===== src/rtl/mult_hilo_pkg.sv =====
// Shared types and defaults for the multiply HI/LO sequencer.
// Holds the FSM state encoding, the HI/LO read-select encoding and default sizes.
package mult_hilo_pkg;

    localparam int DEF_DATA_WIDTH     = 32;
    localparam int DEF_TIMEOUT_CYCLES = 64;

    typedef enum logic [1:0] {
        ST_IDLE  = 2'd0,
        ST_ISSUE = 2'd1,
        ST_WAIT  = 2'd2,
        ST_DONE  = 2'd3
    } state_e;

    typedef enum logic [1:0] {
        SEL_NONE = 2'd0,
        SEL_HI   = 2'd1,
        SEL_LO   = 2'd2
    } rd_sel_e;

    // HI wins when both reads are requested.
    function automatic rd_sel_e rd_sel(input logic mfhi, input logic mflo);
        rd_sel_e s;
        s = SEL_NONE;
        if (mfhi)
            s = SEL_HI;
        else if (mflo)
            s = SEL_LO;
        return s;
    endfunction

endpackage


===== src/rtl/hilo_regs.sv =====
// HI/LO register pair: move-to writes, product load and read mux.
// Ports: clk_i/rst_i (sync, active-high), we_hi_i/we_lo_i + wr_data_i,
//        load_i + product_i (2W), sel_i read select, rd_data_o.
module hilo_regs
    import mult_hilo_pkg::*;
#(
    parameter int DATA_WIDTH = DEF_DATA_WIDTH
) (
    input  logic                    clk_i,
    input  logic                    rst_i,
    input  logic                    we_hi_i,
    input  logic                    we_lo_i,
    input  logic [DATA_WIDTH-1:0]   wr_data_i,
    input  logic                    load_i,
    input  logic [2*DATA_WIDTH-1:0] product_i,
    input  rd_sel_e                 sel_i,
    output logic [DATA_WIDTH-1:0]   rd_data_o
);

    logic [DATA_WIDTH-1:0] hi_q, hi_d;
    logic [DATA_WIDTH-1:0] lo_q, lo_d;

    // Product load and moves are never enabled together (moves only in IDLE).
    always_comb begin
        hi_d = hi_q;
        lo_d = lo_q;
        if (load_i) begin
            hi_d = product_i[2*DATA_WIDTH-1:DATA_WIDTH];
            lo_d = product_i[DATA_WIDTH-1:0];
        end else begin
            if (we_hi_i)
                hi_d = wr_data_i;
            if (we_lo_i)
                lo_d = wr_data_i;
        end
    end

    always_ff @(posedge clk_i) begin
        if (rst_i) begin
            hi_q <= '0;
            lo_q <= '0;
        end else begin
            hi_q <= hi_d;
            lo_q <= lo_d;
        end
    end

    always_comb begin
        rd_data_o = '0;
        unique case (sel_i)
            SEL_HI:  rd_data_o = hi_q;
            SEL_LO:  rd_data_o = lo_q;
            default: rd_data_o = '0;
        endcase
    end

endmodule


===== src/rtl/mult_hilo_ctrl.sv =====
// Sequencer between datapath control and the multiplier; owns HI/LO.
// Ports: CLK/RST, req+op_a/op_b, busy/done/stall/err, mul_* multiplier link,
//        mfhi/mflo/mthi/mtlo + wr_data/rd_data. Optional: MUL_TIMEOUT_EN.
module mult_hilo_ctrl
    import mult_hilo_pkg::*;
#(
    parameter int DATA_WIDTH     = DEF_DATA_WIDTH,
    parameter int TIMEOUT_CYCLES = DEF_TIMEOUT_CYCLES
) (
    input  logic                    CLK,
    input  logic                    RST,
    input  logic                    req,
    input  logic [DATA_WIDTH-1:0]   op_a,
    input  logic [DATA_WIDTH-1:0]   op_b,
    output logic                    busy,
    output logic                    done,
    output logic                    mul_start,
    output logic [DATA_WIDTH-1:0]   mul_op1,
    output logic [DATA_WIDTH-1:0]   mul_op2,
    input  logic [2*DATA_WIDTH-1:0] mul_result,
    input  logic                    mul_valid,
    input  logic                    mfhi,
    input  logic                    mflo,
    input  logic                    mthi,
    input  logic                    mtlo,
    input  logic [DATA_WIDTH-1:0]   wr_data,
    output logic [DATA_WIDTH-1:0]   rd_data,
    output logic                    stall,
    output logic                    err
);

    state_e                state_q, state_d;
    logic [DATA_WIDTH-1:0] opa_q, opa_d;
    logic [DATA_WIDTH-1:0] opb_q, opb_d;
    logic                  load;

`ifdef MUL_TIMEOUT_EN
    localparam int CW = $clog2(TIMEOUT_CYCLES + 1);
    logic [CW-1:0] cnt_q, cnt_d;
    logic          err_q, err_d;
`else
    logic unused_timeout;
    assign unused_timeout = (TIMEOUT_CYCLES != 0);
`endif

    always_comb begin
        state_d   = state_q;
        opa_d     = opa_q;
        opb_d     = opb_q;
        mul_start = 1'b0;
        done      = 1'b0;
        load      = 1'b0;
`ifdef MUL_TIMEOUT_EN
        cnt_d     = cnt_q;
        err_d     = err_q;
`endif
        unique case (state_q)
            ST_IDLE: begin
                if (req) begin
                    opa_d   = op_a;
                    opb_d   = op_b;
                    state_d = ST_ISSUE;
                end
            end
            ST_ISSUE: begin
                mul_start = 1'b1;
                state_d   = ST_WAIT;
`ifdef MUL_TIMEOUT_EN
                cnt_d     = '0;
`endif
            end
            ST_WAIT: begin
                if (mul_valid) begin
                    load    = 1'b1;
                    state_d = ST_DONE;
                end
`ifdef MUL_TIMEOUT_EN
                // Last allowed WAIT cycle without valid: abandon the multiply.
                else if (cnt_q == CW'(TIMEOUT_CYCLES - 1)) begin
                    err_d   = 1'b1;
                    state_d = ST_IDLE;
                end else begin
                    cnt_d = cnt_q + CW'(1);
                end
`endif
            end
            ST_DONE: begin
                done    = 1'b1;
                state_d = ST_IDLE;
            end
            default: state_d = ST_IDLE;
        endcase
    end

    always_ff @(posedge CLK) begin
        if (RST) begin
            state_q <= ST_IDLE;
            opa_q   <= '0;
            opb_q   <= '0;
        end else begin
            state_q <= state_d;
            opa_q   <= opa_d;
            opb_q   <= opb_d;
        end
    end

`ifdef MUL_TIMEOUT_EN
    always_ff @(posedge CLK) begin
        if (RST) begin
            cnt_q <= '0;
            err_q <= 1'b0;
        end else begin
            cnt_q <= cnt_d;
            err_q <= err_d;
        end
    end
    assign err = err_q;
`else
    assign err = 1'b0;
`endif

    assign busy    = (state_q != ST_IDLE);
    assign stall   = (mfhi | mflo | mthi | mtlo) & busy;
    assign mul_op1 = opa_q;
    assign mul_op2 = opb_q;

    hilo_regs #(
        .DATA_WIDTH(DATA_WIDTH)
    ) u_hilo (
        .clk_i     (CLK),
        .rst_i     (RST),
        .we_hi_i   (mthi & ~busy),
        .we_lo_i   (mtlo & ~busy),
        .wr_data_i (wr_data),
        .load_i    (load),
        .product_i (mul_result),
        .sel_i     (rd_sel(mfhi, mflo)),
        .rd_data_o (rd_data)
    );

endmodule


===== config.mk =====
export PLATFORM = sky130hd
export DESIGN_NAME = mult_hilo_ctrl
export DESIGN_NICKNAME = d
export VERILOG_FILES = /design/src/rtl/mult_hilo_pkg.sv /design/src/rtl/hilo_regs.sv /design/src/rtl/mult_hilo_ctrl.sv
export SDC_FILE = /design/constraint.sdc
export NUM_CORES = 1
export LEC_CHECK = 0
export CAP_MARGIN = 15
export CORE_MARGIN = 1.5
export CORE_UTILIZATION = 35
export DETAILED_ROUTE_END_ITERATION = 10
export PLACE_DENSITY_LB_ADDON = 0.1
export SYNTH_ARGS = -nofsm -noshare
export SYNTH_HDL_FRONTEND = slang
export SYNTH_SLANG_ARGS = --single-unit

===== constraint.sdc =====
create_clock -name CLK -period 3.7 [get_ports CLK]
set_input_delay 0.925 -clock CLK [delete_from_list [all_inputs] [get_ports CLK]]
set_output_delay 0.925 -clock CLK [all_outputs]
set_load 0.02 [all_outputs]

==> results of run 1 <==
per-stage QoR:
step | setup slack (ps) | hold slack, ps
4_1_cts | 239 | 454
3_3_place_gp | 281 | 442
6_report | 233 | 450
3_5_place_dp | 257 | 446
5_1_grt | 122 | 465
2_1_floorplan | 845 | 469
routing by layer:
metal  wire [um]  track usage [%]  vias to the layer above
met2        8760             36.3                      238
met5           0                0                        -
met1        8460             28.1                     2679
li1            -                -                     2960
met3        1880             8.47                       28
met4         416             8.08                        0
kinds of logic (layout without fill, tap and decap cells):
group                      count (synthesis)  in the layout  share of synthesized area (%)
DFF                                      130            130                           45.8
AOI/OAI and AO/OA                        201            201                           22.8
adders and majority gates                  4              4                          0.880
buffers and inverters                     71            315                           7.13
other                                      1              1                         0.0659
and+or+nand+nor                          327            327                           23.3
power by group:
group,switching [mW],total [mW],internal [mW]
sequential,0.215,2.03,1.81
combinational,1.48,2.54,1.06
clock,0.613,1.79,1.18
layout by cell type, fill, tap and decap left out:
master,synthesis,layout
nor3_2,1,1
clkbuf_16,0,17
nand2_2,1,1
o21ai_0,33,33
buf_4,16,10
inv_1,4,4
buf_12,0,4
clkinv_2,0,2
o22ai_1,1,1
ha_1,4,4
o221ai_1,1,1
a22oi_4,2,2
clkinv_4,0,1
a221oi_1,1,1
nor3_1,63,63
nor4_1,1,1
conb_1,1,1
buf_2,15,1
clkdlybuf4s50_1,0,265
a22o_2,2,2
clkbuf_1,28,2
bufinv_16,0,4
dfxtp_1,130,130
and2_2,0,2
clkinvlp_4,0,2
clkbuf_8,0,3
nand2_1,192,192
a211oi_1,64,64
nor2b_1,2,2
a21oi_1,65,65
nor2_1,65,65
a21boi_0,32,32
cell type report:
type                       instances  area, um2
clock buffer                      22        474
clock inverter                     9        154
fill                            1530       6880
inverter                           4       15.0
multi-input combinational        533       2680
sequential                       130       2600
tap                              216        270
timing repair buffer             280       2810
worst max-delay path, stage by stage:
cell and delay [ps]:
clkdlybuf4s50_1 520, buf_12 190, nand2_1 60, o21ai_0 200, clkdlybuf4s50_1 640
state kept, by name (all words and copies together), names as in the netlist:
register     flops
u_hilo.lo_q     32
mul_op1         32
mul_op2         32
u_hilo.hi_q     32
state_q          2
worst min path at each step:
stage / from / endpoint / slack [ps] / cells after the start
final: mul_op2[7]$_SDFFE_PP0P_ / mul_op2[7]$_SDFFE_PP0P_ / 450 / 2
after CTS: mul_op2[4]$_SDFFE_PP0P_ / mul_op2[4]$_SDFFE_PP0P_ / 450 / 2
after global routing: mul_op2[10]$_SDFFE_PP0P_ / mul_op2[10]$_SDFFE_PP0P_ / 470 / 2
after global placement: mul_op2[13]$_SDFFE_PP0P_ / mul_op2[13]$_SDFFE_PP0P_ / 440 / 2
after detailed placement: mul_op2[21]$_SDFFE_PP0P_ / mul_op2[21]$_SDFFE_PP0P_ / 450 / 2
after floorplan: u_hilo.hi_q[0]$_SDFFE_PP0P_ / u_hilo.hi_q[0]$_SDFFE_PP0P_ / 470 / 2
==> run_results.csv, run 1 <==
group,metric,value,unit
placed_design,dp.cells,1163,
min_path,hp-class,"reg -> reg",
sta,fin_crit_sh,93.7,%
worst_setup_path,rr_endpoint,"u_hilo.hi_q[13]$_SDFFE_PP0P_",
route,drtIter0Drc,320,
sta,finalSetupViolCount,0,
cts,ctsResizeCount,0,
route,final_antenna_net_count,0,
layout,syn_to_final_growth,58.4,%
worst_setup_path,cp-start-kind,"input port",
die,die_h,130,um
worst_setup_path,reg2reg_from,"state_q[0]$_SDFFE_PP0P_",
worst_setup_path,cp.required,2770,ps
run_status,outcome,"finished clean",
global_route,grt_pass1_wl,29.6,mm
die,rows,46,
layout,final_area,9010,um2
cts,post_cts_buffers,0,
sta,fmax,288,MHz
placed_design,port_buffers,267,
synthesis,synth_cell_types,25,
worst_setup_path,path_max_fanout,22,
sta,relSlewSlack,27.5,%
worst_setup_path,endpoint_kind,"output pin",
synthesis,netlist_area,5690,um2
placed_design,dpl-instance-area,8380,um2
worst_setup_path,crit_type,"in -> out",
cts,cts_hold_buf,0,
synthesis,synth_top_area_share,45.8,%
route,vias_per_cell,4.95,
synthesis,syn_area_per_cell,7.75,um2
worst_setup_path,reg2reg_slack,1370,ps
synthesis,yosys_most_used_dff,"dfxtp_1",
route,wire_per_inst,16.3,um
sta,final_hold_viol_count,0,
route,firstDrtPassIters,5,
synthesis,syn_nets,906,
job,maxCapViolations,0,
cts,clock_sinks,130,
worst_setup_path,critPathCapture,"rd_data[31]",
route,drcViolationCount,0,
cts,htreeDepth,4,
cts,path_clk_slew,50,ps
sta,clock-skew-final,4.76,ps
synthesis,synth.yosys.seq_area_share,45.8,%
cts,cts_tree,"yes",
layout,final_nets,1138,
die,fp.dieW,130,um
die,io_pins,269,
placed_design,dp_hpwl,13.0,mm
cts,cts-buffers-inserted,17,
global_route,grtUsageTotal,22.7,%
layout,fin_util,56.7,%
sta,finalMaxSlewViolations,0,
synthesis,async_flop_share,0,%
synthesis,synth_edf_count,0,
route,wl,19.5,mm
layout,drive_gt1_share,5.32,%
global_route,gr-total-overflow,0,
cts,clk_latency,420,ps
die,start_util,35.8,%
synthesis,synthTopCellsByArea,"dfxtp_1 (46%), nand2_1 (13%), a211oi_1 (8.4%)",
sta,min_period,3470,ps
die,dieArea,17000,um2
die,core,15900,um2
sta,worstMarginPinSlew,1090,ps
placed_design,gp_congestion,0.796,
sta,finalSetupTns,0,ps
synthesis,yosys_warnings,0,
sta,rsz0062_at_grt,"no",
power,p_total,6.36,mW
power,irDropWorstVdd,0.000835,V
layout,num_antenna_cells,0,
worst_setup_path,arrival,2540,ps
synthesis,synth.top_cells.by_count,"nand2_1 (192), dfxtp_1 (130), a21oi_1 (65), nor2_1 (65), a211oi_1 (64)",
power,p_per_area,705,nW/um2
cts,clockRootBuffer,"clkbuf_16",
global_route,antenna_found_initial,0,
layout,final_cells,1194,
synthesis,post-synth-top-count-cell,"nand2_1",
worst_setup_path,worstRegToRegCells,6,
cts,cts_buffer_depth,2,
route,vias,5905,
worst_setup_path,startpoint,"mflo",
synthesis,synth_top_cell_by_area,"dfxtp_1",
global_route,grt_max_degree,78,
synthesis,synth_cells,734,
global_route,grt_pass1_vias,5517,
synthesis,ys_ff_latch,130,
power,p_leak,3.27,nW
No activity file was read; power rests on OpenSTA's default activity.
==> run 2, diff against run 1 <==
- SETUP_SLACK_MARGIN: default -> 0.2
==> run 2 against run 1 <==
Utilization rose by 0.28 points. Critical path depth did not move. Combinational power barely moved. Largest power group unchanged. Final cell count did not move. Design area rose by 0.50%.
==> run_results.csv, run 2 (same netlist as run 1, synthesis figures left out) <==
group,metric,value,unit
run_status,outcome,"finished clean",
power,p_comb_share,39.7,%
global_route,antenna_found_initial,0,
power,p_leak,3.56,nW
placed_design,dp_hpwl,13.0,mm
die,start_util,35.8,%
route,wl_met3,1.79,mm
layout,final_nets,1138,
route,highest_layer,"met4",
cts,path_clk_slew,50,ps
power,power.share.clock,28.2,%
layout,drive_gt1_share,5.32,%
sta,rsz0062_at_grt,"no",
cts,cts_buffer_depth,2,
route,vias_per_cell,4.94,
cts,cts_tree,"yes",
global_route,grt_pass1_vias,5517,
sta,min_period,3430,ps
sta,fmax,292,MHz
cts,cts-buffers-inserted,17,
die,io_pins,269,
route,firstDrtPassIters,4,
global_route,grt_max_degree,78,
route,drcViolationCount,0,
layout,final_cell_mix,"clkdlybuf4s50_1 (247), nand2_1 (192), dfxtp_1 (130)",
cts,clock_sinks,130,
sta,final_critical_path_setup_slack,274,ps
die,core,15900,um2
power,p_int,4.04,mW
sta,worstMarginPinSlew,1100,ps
sta,fin_crit_sh,92.6,%
worst_setup_path,crit_type,"in -> out",
route,wl,19.6,mm
cts,clockRootBuffer,"clkbuf_16",
placed_design,gp_congestion,0.796,
sta,clock-skew-final,9.10,ps
placed_design,port_buffers,267,
power,switching_share,36.3,%
layout,final_common_cell,"clkdlybuf4s50_1",
power,p_sw,2.30,mW
route,dr_wl_met2,8.96,mm
worst_setup_path,endpoint_kind,"output pin",
worst_setup_path,path_max_fanout,22,
cts,cts_hold_buf,0,
worst_setup_path,cp-start-kind,"input port",
cts,htreeDepth,4,
placed_design,place_worst_setup_slack,257,ps
sta,relSlewSlack,26.5,%
layout,num_antenna_cells,0,
route,drtIter0Drc,320,
power,seqPwrFrac,32.0,%
worst_setup_path,arrival,2500,ps
sta,final_hold_viol_count,0,
route,wire_per_inst,16.4,um
power,p_per_area,700,nW/um2
die,die_h,130,um
global_route,gr-total-overflow,0,
route,met1_length,8.49,mm
die,dieArea,17000,um2
sta,finalSetupTns,0,ps
power,irDropWorstVdd,0.000832,V
placed_design,dpl-instance-area,8380,um2
global_route,grt_pass1_wl,29.6,mm
sta,finalSetupViolCount,0,
job,maxCapViolations,0,
worst_setup_path,cp.required,2770,ps
cts,clk_latency,420,ps
cts,post_cts_buffers,0,
cts,ctsResizeCount,0,
route,final_antenna_net_count,0,
sta,finalMaxSlewViolations,0,
die,fp.dieW,130,um
layout,final_area,9050,um2
die,rows,46,
min_path,hp-class,"reg -> reg",
layout,syn_to_final_growth,59.2,%
global_route,grtUsageTotal,22.7,%
route,vias,5901,
## run 2: critical path: stages
cell	delay, ps
clkdlybuf4s50_1	520
buf_12	190
nand2_1	60
o21ai_0	160
clkdlybuf4s50_1	630
## run 2: cell type report
| cell class | instances | area [um2] |
|---|---|---|
| clock buffer | 22 | 474 |
| clock inverter | 9 | 154 |
| fill | 1525 | 6830 |
| inverter | 4 | 15.0 |
| multi-input combinational | 533 | 2680 |
| sequential | 130 | 2600 |
| tap | 216 | 270 |
| timing repair buffer | 280 | 2860 |
## run 2: power groups by stage
stage               sequential [mW]  combinational, mW  clock (mW)
finish                         2.03               2.52        1.79
global route                   2.08               2.77        1.89
CTS                            2.03               2.56        1.82
detailed placement             2.05               2.55           0
global placement               2.06               2.54           0
floorplan                      2.17               1.47           0
## run 2: worst paths after layout
path,slack (ps),end,startpoint,cells after the start
worst max register to register,1380,u_hilo.lo_q[31]$_SDFFE_PP0P_,state_q[0]$_SDFFE_PP0P_,6
worst max-delay path,270,rd_data[18],mflo,5
worst min-delay path,450,mul_op2[7]$_SDFFE_PP0P_,mul_op2[7]$_SDFFE_PP0P_,2
worst min register to register,450,mul_op2[7]$_SDFFE_PP0P_,mul_op2[7]$_SDFFE_PP0P_,2
## run 2: metrics by stage
step	hold WS, ps	power [mW]	cells	util, %
2_1_floorplan	469	3.64	734	-
3_3_place_gp	442	4.59	1163	52.8
3_5_place_dp	446	4.61	1163	52.8
4_1_cts	454	6.42	1194	56.7
5_1_grt	465	6.74	1194	57.0
6_report	450	6.34	1194	57.0
## run 2: metal layers
layer / vias to the layer above / GRT usage (%)
li1: 2962 / -
met1: 2698 / 28.1
met2: 218 / 36.3
met3: 23 / 8.47
met4: 0 / 8.08
met5: - / 0
